==> src/rtl/if_stage_fetch.sv <==
// Instruction-fetch stage: issues word reads to instruction memory and presents
// fetched words (with pc+4) to the IF pipeline register, handling stalls and redirects.
module if_stage_fetch #(
    parameter logic [31:0] RESET_PC = 32'h0000_0000,
    parameter logic [31:0] NOP_WORD = 32'h0000_0000
) (
    input  logic        clk,
    input  logic        rst,
    input  logic        freeze,
    input  logic        branch_taken,
    input  logic [31:0] branch_address,
    output logic        imem_req,
    output logic [31:0] imem_addr,
    input  logic        imem_ready,
    input  logic [31:0] imem_rdata,
    output logic [31:0] pc,
    output logic [31:0] instruction,
    output logic        valid
);

    localparam logic [1:0] ST_REQ  = 2'd0;
    localparam logic [1:0] ST_HOLD = 2'd1;
    localparam logic [1:0] ST_DROP = 2'd2;

    logic [1:0]  r_st;
    logic [31:0] r_pc;
    logic [31:0] r_tgt;
    logic [31:0] r_buf;
    logic [31:0] w_pc_inc;
    logic [31:0] w_branch_tgt;

    assign w_pc_inc     = r_pc + 32'd4;
    assign w_branch_tgt = {branch_address[31:2], 2'b00};

    always_comb begin
        imem_req    = 1'b0;
        imem_addr   = r_pc;
        valid       = 1'b0;
        instruction = NOP_WORD;
        pc          = w_pc_inc;
        if (rst) begin
            pc = RESET_PC + 32'd4;
        end else begin
            case (r_st)
                ST_REQ: begin
                    imem_req = 1'b1;
                    // Zero-cycle bypass: the returning word goes straight out.
                    if (imem_ready && !branch_taken) begin
                        valid       = 1'b1;
                        instruction = imem_rdata;
                    end
                end
                ST_HOLD: begin
                    if (!branch_taken) begin
                        valid       = 1'b1;
                        instruction = r_buf;
                    end
                end
                ST_DROP: begin
                    imem_req = 1'b1;
                end
                default: begin
                    imem_req = 1'b0;
                end
            endcase
        end
    end

    always_ff @(posedge clk) begin
        if (rst) begin
            r_st  <= ST_REQ;
            r_pc  <= RESET_PC;
            r_tgt <= RESET_PC;
            r_buf <= 32'd0;
        end else begin
            case (r_st)
                ST_REQ: begin
                    if (branch_taken) begin
                        if (imem_ready) begin
                            r_pc <= w_branch_tgt;
                        end else begin
                            // Request already in flight; let it finish before redirecting.
                            r_tgt <= w_branch_tgt;
                            r_st  <= ST_DROP;
                        end
                    end else if (imem_ready) begin
                        if (freeze) begin
                            r_buf <= imem_rdata;
                            r_st  <= ST_HOLD;
                        end else begin
                            r_pc <= w_pc_inc;
                        end
                    end
                end
                ST_HOLD: begin
                    if (branch_taken) begin
                        r_pc <= w_branch_tgt;
                        r_st <= ST_REQ;
                    end else if (!freeze) begin
                        r_pc <= w_pc_inc;
                        r_st <= ST_REQ;
                    end
                end
                ST_DROP: begin
                    if (branch_taken) begin
                        r_tgt <= w_branch_tgt;
                        if (imem_ready) begin
                            r_pc <= w_branch_tgt;
                            r_st <= ST_REQ;
                        end
                    end else if (imem_ready) begin
                        r_pc <= r_tgt;
                        r_st <= ST_REQ;
                    end
                end
                default: begin
                    r_st <= ST_REQ;
                end
            endcase
        end
    end

endmodule
==> config.mk <==
export PLATFORM = sky130hd
export DESIGN_NAME = if_stage_fetch
export DESIGN_NICKNAME = d
export VERILOG_FILES = /design/src/rtl/if_stage_fetch.sv
export SDC_FILE = /design/constraint.sdc
export NUM_CORES = 1
export LEC_CHECK = 0
export CAP_MARGIN = 10
export CELL_PAD_IN_SITES_DETAIL_PLACEMENT = 1
export CELL_PAD_IN_SITES_GLOBAL_PLACEMENT = 1
export CORE_ASPECT_RATIO = 1.5
export CORE_MARGIN = 2
export CORE_UTILIZATION = 37
export DETAILED_ROUTE_END_ITERATION = 12
export MAX_ROUTING_LAYER = met4
export PLACE_DENSITY = 0.86
export RECOVER_POWER = 50
export SLEW_MARGIN = 20
export SYNTH_ARGS = -nofsm -noshare
export SYNTH_HDL_FRONTEND = slang
export SYNTH_SLANG_ARGS = --single-unit
==> constraint.sdc <==
create_clock -name clk -period 2.6 [get_ports clk]
set_input_delay 0.39 -clock clk [delete_from_list [all_inputs] [get_ports clk]]
set_output_delay 0.39 -clock clk [all_outputs]
set_load 0.01 [all_outputs]
Yosys cells after proc, flatten, opt, wreduce, memory -nomap -nowiden
Cells that the tools add are included.
{"block": "word_totals", "regBits": 98, "ramBits": 0, "mem_count": 0, "latch_bits": 0, "romBits": 0, "output_inout_bits": 98}
{"block": "classes", "muxes": 31, "reduce_logical": 10, "magnitude_cmp": 0, "n_eq_ne": 11, "addsub": 1, "n_shift": 0, "multipliers": 0, "n_bitwise": 1, "div_mod_pow": 0}
{"op": "32-bit 2-to-1 mux", "n": 14}
{"op": "32-bit one-hot mux with 2 select lines", "n": 2}
{"op": "32-bit one-hot mux with 3 select lines", "n": 1}
{"op": "32-bit by 3-bit adder with 32-bit output, second input constant", "n": 1}
{"op": "3-bit inequality test, second input constant", "n": 5}
{"op": "2-bit 2-to-1 mux", "n": 7}
{"op": "2-bit inequality test, second input constant", "n": 4}
{"op": "4-bit AND reduction", "n": 2}
{"op": "2-bit one-hot mux with 3 select lines", "n": 1}
{"op": "1-bit 2-to-1 mux", "n": 5}
{"op": "5-bit AND reduction", "n": 1}
{"op": "3-bit AND reduction", "n": 1}
{"op": "3-bit nonzero test", "n": 1}
{"op": "2-bit by 1-bit == test with 1-bit output, second input constant", "n": 1}
{"op": "2-bit == test, second input constant", "n": 1}
{"op": "2-bit zero test", "n": 1}
{"op": "1-bit one-hot mux with 2 select lines", "n": 1}
{"op": "2-bit nonzero test", "n": 1}
{"op": "2-bit OR reduction", "n": 1}
{"op": "1-bit logical AND", "n": 1}
{"op": "1-bit zero test", "n": 1}
{"op": "1-bit inverter", "n": 1}

Logic depth before layout (Yosys ltp)
Gate-level depths: netlist (run 1).
{"block": "logic_depth", "word_depth": 5, "ltp_mapped": 10, "depth_no_buf": 8}

Worst setup path after synthesis (run 1)
OpenSTA, ideal clock, no wires.
{"block": "synth_path", "path_type": "register -> output", "from": "register r_pc[8] (netlist: imem_addr[8])", "to": "output pc[26]", "required_ps": 2210, "setup_slack_ps": 300, "arrival_ps": 1910, "n_path_buf": 2, "path_stages_with_launch": 8, "cell_sequence": "dfxtp_1 -> buf_4 -> nand3_4 -> buf_2 -> nor4_2 -> nand3_1 -> or3_1 -> a21oi_1"}
{"block": "synth_via", "elab_chain_len": 2}
{"element": "from (decl)", "line": "26", "rtl": "logic [31:0] r_pc;"}
{"element": "from (signal assigned)", "line": "80", "rtl": "r_pc <= w_branch_tgt;"}
{"element": "from (signal assigned)", "line": "91", "rtl": "r_pc <= w_pc_inc;"}
{"element": "from (signal assigned)", "line": "97", "rtl": "r_pc <= w_branch_tgt;"}
{"element": "32-bit by 3-bit adder with 32-bit output", "line": "32", "rtl": "assign w_pc_inc = r_pc + 32'd4;"}
{"element": "32-bit 2-to-1 mux", "line": "41", "rtl": "if (rst) begin"}
{"element": "to (decl)", "line": "16", "rtl": "output logic [31:0] pc,"}
Every way passes these cells.

Final worst setup path (run 1)
{"block": "layout_path", "from": "register r_pc[16] (netlist: imem_addr[16])", "to": "output pc[30]"}
The elaborated chain is that of the path after synthesis.

==> summary.md, run 1 <==
| Metric | Value |
|---|---|
| Status | finished, violations left |
| Failing checks | setup timing |
| Nets@finish | between 1000 and 1500 |
| H-tree level count | 3 |
| WS Path Type | reg2out |
| Clock power frac | roughly a third |
| Reg area | roughly 1900 um2 |
| Global-route wire length before repair | between 40 and 50 mm |
| Sequential share of the synthesized area | 26.88% |
| CP Capture Type | output pin |
| Number of synthesized flops with an enable pin | 0 |
| Asr flop ratio synth | 0% |
| Number of global-route vias before repair | 9166 |
| Share of cells above drive strength 1 | around 17% |
| DRC | 0 |
| Top cell type's share of synthesized area | approximately 27% |
| RePlAce Congestion | 0.9296 |
| Crit path depth | 8 |
| Num ports | about 170 |
| CTS tree | built |
| Port bufs | 164 |
| Ys flop type | dfxtp_1 |
| Ranking of synthesized cells by area | dfxtp_1, mux2i_1, nor2_1 |
| Mapped Area | approximately 7000 um2 |
| Worst-Skew Late Latency | 0.36 ns |
| Max Root-Sink Buffers | 2 |
| ANT cells | 0 |
| WP buf/inv | 2 |
| CP required | roughly 2.2 ns |
| WL per Instance | between 20 and 25 um |
| Core Box Area | ~19000 um2 |
| Max Cap Viol | 0 |
| CP Launch Point | imem_addr[16]$_SDFFE_PP0P_ |
| Gr usage total | 30.45% |
| DR iter-0 viols | about 770 |
| Initial antenna violation count | 0 |
| Worst setup margin | -0.05385 ns |
| HPWL Detailed | slightly above 20 mm |
| Antenna-violating nets left | 0 |
| Crit-path slowest cell | dfxtp_1 |
| Worst Hold Launch | rst |
| CP max FO | 3 |
| Syn Nets | 1051 |
| Routed Wire Length | 31.42 mm |
| First-pass DRT Iterations | 7 |
| CTS clk-pin slew, worst paths | approximately 0.08 ns |
| Clock Root Buffer | clkbuf_16 |
| Largest delay contributor family on the critical path | simple AND/OR/NAND/NOR gates |
| Setup TNS | -0.1135 ns |
| Die height | between 150 and 200 um |
| Std-Cell Rows | 62 |
| Post-layout minimum cycle time | approximately 2.7 ns |
| Area leader, netlist | dfxtp_1 |
| Congestion Overflow GR | 0 |
| Max Freq | between 300 and 400 MHz |
| Synthesis-to-finish area growth | 40.32% |
| Largest net degree at the start of global routing | 34 |
| Sw Pwr | roughly 1.8 mW |
| Synth Instances | 977 |
| Crit path launch type | flip-flop |
| Yosys reg bits | 96 |
| Crit path largest cell delay | between 0.3 and 0.4 ns |
| Skew final | ~0.011 ns |
| Internal power | about 3.4 mW |
| Max-slew headroom | between 30% and 40% |
| Final Max Tran Viols | 0 |
| Hold Vio Cnt, Final | 0 |
| Sw frac | 34.86% |
| Worst hold-check path type | in2reg |
| R2r startpoint | r_st[0]$_SDFFE_PP0P_ |
| Layout Utilization | 52.58% |
| Clock sinks | 96 |
| Mean area per synthesized cell | 7.319 um2 |
| Netlist cell types | just over 80 |
| Initial Util | a little under two fifths |
| Unrepaired setup endpoints after global routing | true |
| WHS Path Cells | 2 |
| PwrDens | approximately 520 nW/um2 |
| Die Wd | 117.5 um |
| TritonCTS Buffers | 9 |
| Via density | 6.054 |
| Fillers | around 2400 |
| Share of power burned in registers | 32.1% |
| Worst-margin pin slew | 1.001 ns |
| Multi-input combinational cell area | between 4000 and 5000 um2 |
| Leakage power | 4.279 nW |
| Critical path, cell by cell | nand3_2 > nor4_2 > buf_4 > and4_4 > nand3_1 > xor2_1 > nor2_1 > clkdlybuf4s15_1 |
| Max VDD drop | approximately 0.26 mV |
| Vias | about 8700 |
| Combinational fraction of design power | 35.2% |
| Critical path arrival | about 2.3 ns |
| Die Area | about 20000 um2 |
| Endpoints failing setup | 3 |
| Tcrit/Tclk final | 102.1% |
| Yosys warns | 0 |
| Reg2reg path depth | 7 |
==> repair_timing <==
item                       in CTS  in global routing
cloned                          2                  0
setup endpoints to repair      56                 19
hold buffers                    0                  0
pin swaps                       9                  9
hold endpoints to repair        0                  0
buffers inserted                8                  2
resized for setup              95                 26
==> sequential cells by signal, indices dropped and copies added (netlist names) <==
register and count:
r_st 2, r_tgt 30, imem_addr 32, r_buf 32
==> worst register-to-register path: cells and delay by family (launching register included) <==
family                     cells  cell delay (ns)
AOI/OAI and AO/OA              4             0.87
adders and majority gates      1             0.35
buffers and inverters          1             0.10
DFF                            1             0.39
and+or+nand+nor                1             0.81
==> cell families (layout without fill, tap and decap cells) <==
kind of cell	count (synthesis)	in the layout	synth area share, %
adders and majority gates	5	5	0.8749
AOI/OAI and AO/OA	282	282	26.32
and+or+nand+nor	385	385	24.46
buffers and inverters	109	309	7.909
muxes	67	67	9.519
DFF	96	96	26.88
xor gates and xnor gates	33	33	4.042
==> cell usage in the layout (no fill, tap or decap), types with 5 or more instances in the layout <==
| cell type | Yosys | routed |
|---|---|---|
| a211oi_1 | 8 | 8 |
| a21o_1 | 8 | 8 |
| a21oi_1 | 81 | 81 |
| a221oi_1 | 8 | 8 |
| a222oi_1 | 5 | 5 |
| a22oi_1 | 40 | 40 |
| a32o_1 | 5 | 5 |
| a32oi_1 | 5 | 5 |
| buf_12 | 0 | 5 |
| buf_4 | 2 | 104 |
| clkbuf_16 | 0 | 9 |
| clkbuf_2 | 1 | 5 |
| clkdlybuf4s15_1 | 0 | 6 |
| clkdlybuf4s50_1 | 0 | 75 |
| dfxtp_1 | 96 | 87 |
| dfxtp_2 | 0 | 8 |
| dlygate4sd2_1 | 0 | 41 |
| dlygate4sd3_1 | 0 | 30 |
| inv_1 | 12 | 11 |
| mux2_2 | 8 | 8 |
| mux2i_1 | 59 | 59 |
| nand2_1 | 141 | 140 |
| nand2b_1 | 6 | 6 |
| nand3_1 | 19 | 15 |
| nand4_1 | 6 | 6 |
| nor2_1 | 144 | 139 |
| nor2b_1 | 15 | 14 |
| nor3_1 | 14 | 11 |
| o211ai_1 | 11 | 11 |
| o21ai_0 | 55 | 55 |
| o31ai_1 | 13 | 13 |
| xnor2_1 | 17 | 17 |
| xor2_1 | 16 | 16 |
==> final timing paths <==
path | end | slack, ns
setup / recovery | pc[30] | -0.05
hold / removal | imem_addr[5]$_SDFFE_PP0P_ | 0.39
setup reg to reg | imem_addr[19]$_SDFFE_PP0P_ | 0.01
hold reg to reg | r_buf[26]$_SDFFE_PP0P_ | 0.46
==> layer usage <==
| layer | track usage [%] | part of all wire [%] | up-vias |
|---|---|---|---|
| li1 | - | - | 3867 |
| met1 | 32.61 | 37 | 4221 |
| met2 | 52.27 | 50 | 448 |
| met3 | 5.151 | 6.7 | 139 |
| met4 | 18.88 | 5.8 | 0 |
| met5 | - | 0 | - |
==> synthesized netlist by cell type (all sizes together) (6+ instances only) <==
| library cell | n |
|---|---|
| nand2 | 143 |
| xnor2 | 17 |
| mux2i | 59 |
| and2 | 8 |
| a211oi | 8 |
| a21o | 9 |
| inv | 12 |
| nand3 | 20 |
| nor4 | 6 |
| and3 | 6 |
| nor3 | 14 |
| o21ai | 56 |
| clkbuf | 56 |
| nor2b | 15 |
| nor2 | 145 |
| nand4 | 9 |
| buf | 40 |
| xor2 | 16 |
| mux2 | 8 |
| o31ai | 13 |
| a21oi | 82 |
| dfxtp | 96 |
| a22oi | 40 |
| o211ai | 11 |
| nand2b | 6 |
| a221oi | 8 |
==> final cells by class <==
cell class	count	share of cell area, %
sequential	96	19.29
clock inverter	7	1.422
tap	256	3.192
inverter	13	0.4863
clock buffer	9	2.245
timing repair buffer	280	25.24
multi-input combinational	772	48.12
==> power by group through the flow <==
stage	registers, mW	clock network (mW)	logic, mW
floorplan	1.71	0	0.973
global placement	1.69	0	1.73
detailed placement	1.70	0	1.78
CTS	1.67	1.73	1.81
global route	1.69	1.79	1.96
finish	1.68	1.72	1.85
==> metrics by stage <==
| stage | total power, mW | std cells | area [um2] | setup WS (ns) | hold slack [ns] |
|---|---|---|---|---|---|
| after floorplan | 2.683 | 977 | 7151 | 0.2999 | 0.4368 |
| after CTS | 5.210 | 1431 | 9987 | -0.07661 | 0.3718 |
| final | 5.250 | 1433 | 10030 | -0.05385 | 0.3871 |
| after global routing | 5.441 | 1433 | 10030 | -0.1239 | 0.3851 |
| after detailed placement | 3.473 | 1405 | 9440 | -0.02669 | 0.4510 |
| after global placement | 3.420 | 1405 | 9440 | 0.05104 | 0.4433 |
Note: power is estimated with default switching activity, not from simulation.
==> inputs of run 2 (changes only) <==
--- a/config.mk
+++ b/config.mk
@@ -15,6 +15,7 @@
 export MAX_ROUTING_LAYER = met4
 export PLACE_DENSITY = 0.86
 export RECOVER_POWER = 50
+export SKIP_CTS_REPAIR_TIMING = 1
 export SLEW_MARGIN = 20
 export SYNTH_ARGS = -nofsm -noshare
 export SYNTH_HDL_FRONTEND = slang
==> summary.md, run 2 (synthesized netlist as in run 1, its figures left out) <==
| Metric | Value |
|---|---|
| Status | finished, violations left (unchanged) |
| Failing checks | setup timing (unchanged) |
| Global-route wire length before repair | 45.73 mm (was 48.80 mm) |
| Clock Root Buffer | clkbuf_16 (unchanged) |
| Skew final | 0.01015 ns (was 0.01077 ns) |
| CTS tree | built (unchanged) |
| Largest delay contributor family on the critical path | buffers and inverters (was simple AND/OR/NAND/NOR gates) |
| Die Wd | 117.5 um (unchanged) |
| Final Max Tran Viols | 0 (unchanged) |
| Std-Cell Rows | 62 (unchanged) |
| CTS clk-pin slew, worst paths | 0.07 ns (was 0.08 ns) |
| Most frequent cells in the layout | nand2_1, nor2_1, buf_4, dfxtp_1, a21oi_1 (unchanged) |
| Crit path launch type | flip-flop (unchanged) |
| Tcrit/Tclk final | 107.8% (was 102.1%) |
| Port bufs | 164 (unchanged) |
| Hold_ws | 0.3836 ns (was 0.3871 ns) |
| DR iter-0 viols | 716 (was 771) |
| Clock sinks | 96 (unchanged) |
| Critical path arrival | 2.41 ns (was 2.26 ns) |
| WP buf/inv | 2 (unchanged) |
| Congestion Overflow GR | 0 (unchanged) |
| CP required | 2.21 ns (about the same) |
| CP Capture Type | output pin (unchanged) |
| Design area | 10190 um2 (was 10030 um2) |
| WL per Instance | 21.82 um (was 21.93 um) |
| Synthesis-to-finish area growth | 42.48% (was 40.32%) |
| First-pass DRT Iterations | 5 (was 7) |
| DRC | 0 (unchanged) |
| Gr usage total | 28.43% (was 30.45%) |
| Area of placed instances | 9440 um2 (unchanged) |
| R2r startpoint | r_st[1]$_SDFFE_PP0P_ (was r_st[0]$_SDFFE_PP0P_) |
| Internal power | 3.425 mW (was 3.420 mW) |
| Vias | 8675 (unchanged) |
| Max Root-Sink Buffers | 2 (unchanged) |
| Worst hold-check path type | in2reg (unchanged) |
| Initial Util | 37.47% (unchanged) |
| Leakage power | 4.931 nW (was 4.279 nW) |
| Number of global-route vias before repair | 8780 (was 9166) |
| Layout Utilization | 53.39% (was 52.58%) |
| Combinational fraction of design power | 35.4% (was 35.2%) |
| Worst Hold Launch | rst (unchanged) |
| TritonCTS Buffers | 9 (unchanged) |
| Worst setup margin | -0.2030 ns (was -0.05385 ns) |
| Reg2reg setup slack | -0.14 ns (was 0.01 ns) |
| RePlAce Congestion | 0.9296 (unchanged) |
| WHS Path Cells | 2 (unchanged) |
| Worst-Skew Late Latency | 0.36 ns (about the same) |
| DP Worst Slack | -0.02669 ns (unchanged) |
| Die Area | 20480 um2 (unchanged) |
| Antenna-violating nets left | 0 (unchanged) |
| Via density | 6.016 (was 6.054) |
| Initial antenna violation count | 0 (unchanged) |
| Sw Pwr | 1.817 mW (was 1.830 mW) |
| Endpoints failing setup | 10 (was 3) |
| Max Cap Viol | 0 (unchanged) |
| Max-slew headroom | 32.67% (was 33.11%) |
| Worst-margin pin slew | 1.008 ns (was 1.001 ns) |
| Nets@finish | 1255 (was 1246) |
| ANT cells | 0 (unchanged) |
| Crit-path slowest cell | clkdlybuf4s50_1 (was dfxtp_1) |
| Share of power burned in registers | 32.0% (was 32.1%) |
| Max VDD drop | 0.2594 mV (was 0.2643 mV) |
| Crit path depth | 9 (was 8) |
| HPWL Detailed | 20.77 mm (unchanged) |
| CP Launch Point | imem_addr[2]$_SDFFE_PP0P_ (was imem_addr[16]$_SDFFE_PP0P_) |
| Routed Wire Length | 31.46 mm (was 31.42 mm) |
| PwrDens | 514.5 nW/um2 (was 523.3 nW/um2) |
| Critical path, cell by cell | ha_2 > nand3_2 > nor4_4 > buf_4 > nand2_1 > nor2_2 > xnor2_1 > nor2_1 > clkdlybuf4s50_1 (was nand3_2 > nor4_2 > buf_4 > and4_4 > nand3_1 > xor2_1 > nor2_1 > clkdlybuf4s15_1) |
| Unrepaired setup endpoints after global routing | true (unchanged) |
| Crit path largest cell delay | 0.54 ns (was 0.38 ns) |
| Commonest non-fill, non-tap cell in the layout | nand2_1 (unchanged) |
| H-tree level count | 3 (unchanged) |
| Post-layout minimum cycle time | 2.803 ns (was 2.654 ns) |
| Share of cells above drive strength 1 | 16.69% (was 17.16%) |
| Die height | 174.3 um (unchanged) |
| CP max FO | 2 (was 3) |
| Max Freq | 356.8 MHz (was 376.8 MHz) |
| Num ports | 167 (unchanged) |
| Total chip power | 5.242 mW (was 5.250 mW) |
| Core Box Area | 19080 um2 (unchanged) |
| Reg2reg path depth | 8 (was 7) |
| WS Path Type | reg2out (unchanged) |
| Clock power frac | 32.6% (was 32.7%) |
| Largest net degree at the start of global routing | 38 (was 34) |
| Sw frac | 34.66% (was 34.86%) |
| Hold Vio Cnt, Final | 0 (unchanged) |
## run 2: cell count changes in the layout (fill, tap and decap cells not counted), sizes merged
cell / change
dlymetal6s2s: +47
dlygate4sd2: -41
clkdlybuf4s15: -6
buf: +5
clkbuf: +5
bufbuf: -2
clkdlybuf4s50: +1
## run 2: final timing paths
kind / to
max reg2reg: imem_addr[16]$_SDFFE_PP0P_
min reg2reg: r_buf[15]$_SDFFE_PP0P_
min: imem_addr[5]$_SDFFE_PP0P_
max: pc[22]
## run 2: layer usage
metal	up-vias	track usage, %	part of all wire (%)
li1	3886	-	-
met1	4200	30.36	36
met2	450	49.37	51
met3	139	4.101	7.0
met4	0	17.72	5.7
met5	-	-	0
## run 2: area by class of cell
| cell class | count | area (um2) |
|---|---|---|
| clock buffer | 9 | 225.2 |
| clock inverter | 7 | 142.6 |
| fill | 2381 | 8895 |
| inverter | 13 | 48.80 |
| multi-input combinational | 772 | 4781 |
| sequential | 96 | 1929 |
| tap | 256 | 320.3 |
| timing repair buffer | 289 | 2741 |
## run 2: metrics by stage
| step | std cells | setup TNS [ns] |
|---|---|---|
| global route | 1442 | -6.809 |
| detailed placement | 1405 | -0.02669 |
| global placement | 1405 | 0 |
| CTS | 1421 | -10.92 |
| finish | 1442 | -0.6584 |
| floorplan | 977 | 0 |
## run 2: power by group through the flow
| stage | sequential, mW | combinational [mW] | clock, mW |
|---|---|---|---|
| floorplan | 1.71 | 0.973 | 0 |
| global placement | 1.69 | 1.73 | 0 |
| detailed placement | 1.70 | 1.78 | 0 |
| CTS | 1.66 | 1.80 | 1.73 |
| global route | 1.68 | 1.98 | 1.79 |
| finish | 1.68 | 1.85 | 1.71 |
==> inputs of run 3 (changes only) <==
--- a/config.mk
+++ b/config.mk
@@ -16,7 +16,6 @@
 export PLACE_DENSITY = 0.86
 export RECOVER_POWER = 50
 export SKIP_CTS_REPAIR_TIMING = 1
-export SLEW_MARGIN = 20
 export SYNTH_ARGS = -nofsm -noshare
 export SYNTH_HDL_FRONTEND = slang
 export SYNTH_SLANG_ARGS = --single-unit
==> results of run 3 <==
Same layout as run 2: the final DEF is identical, and so are final timing and power.
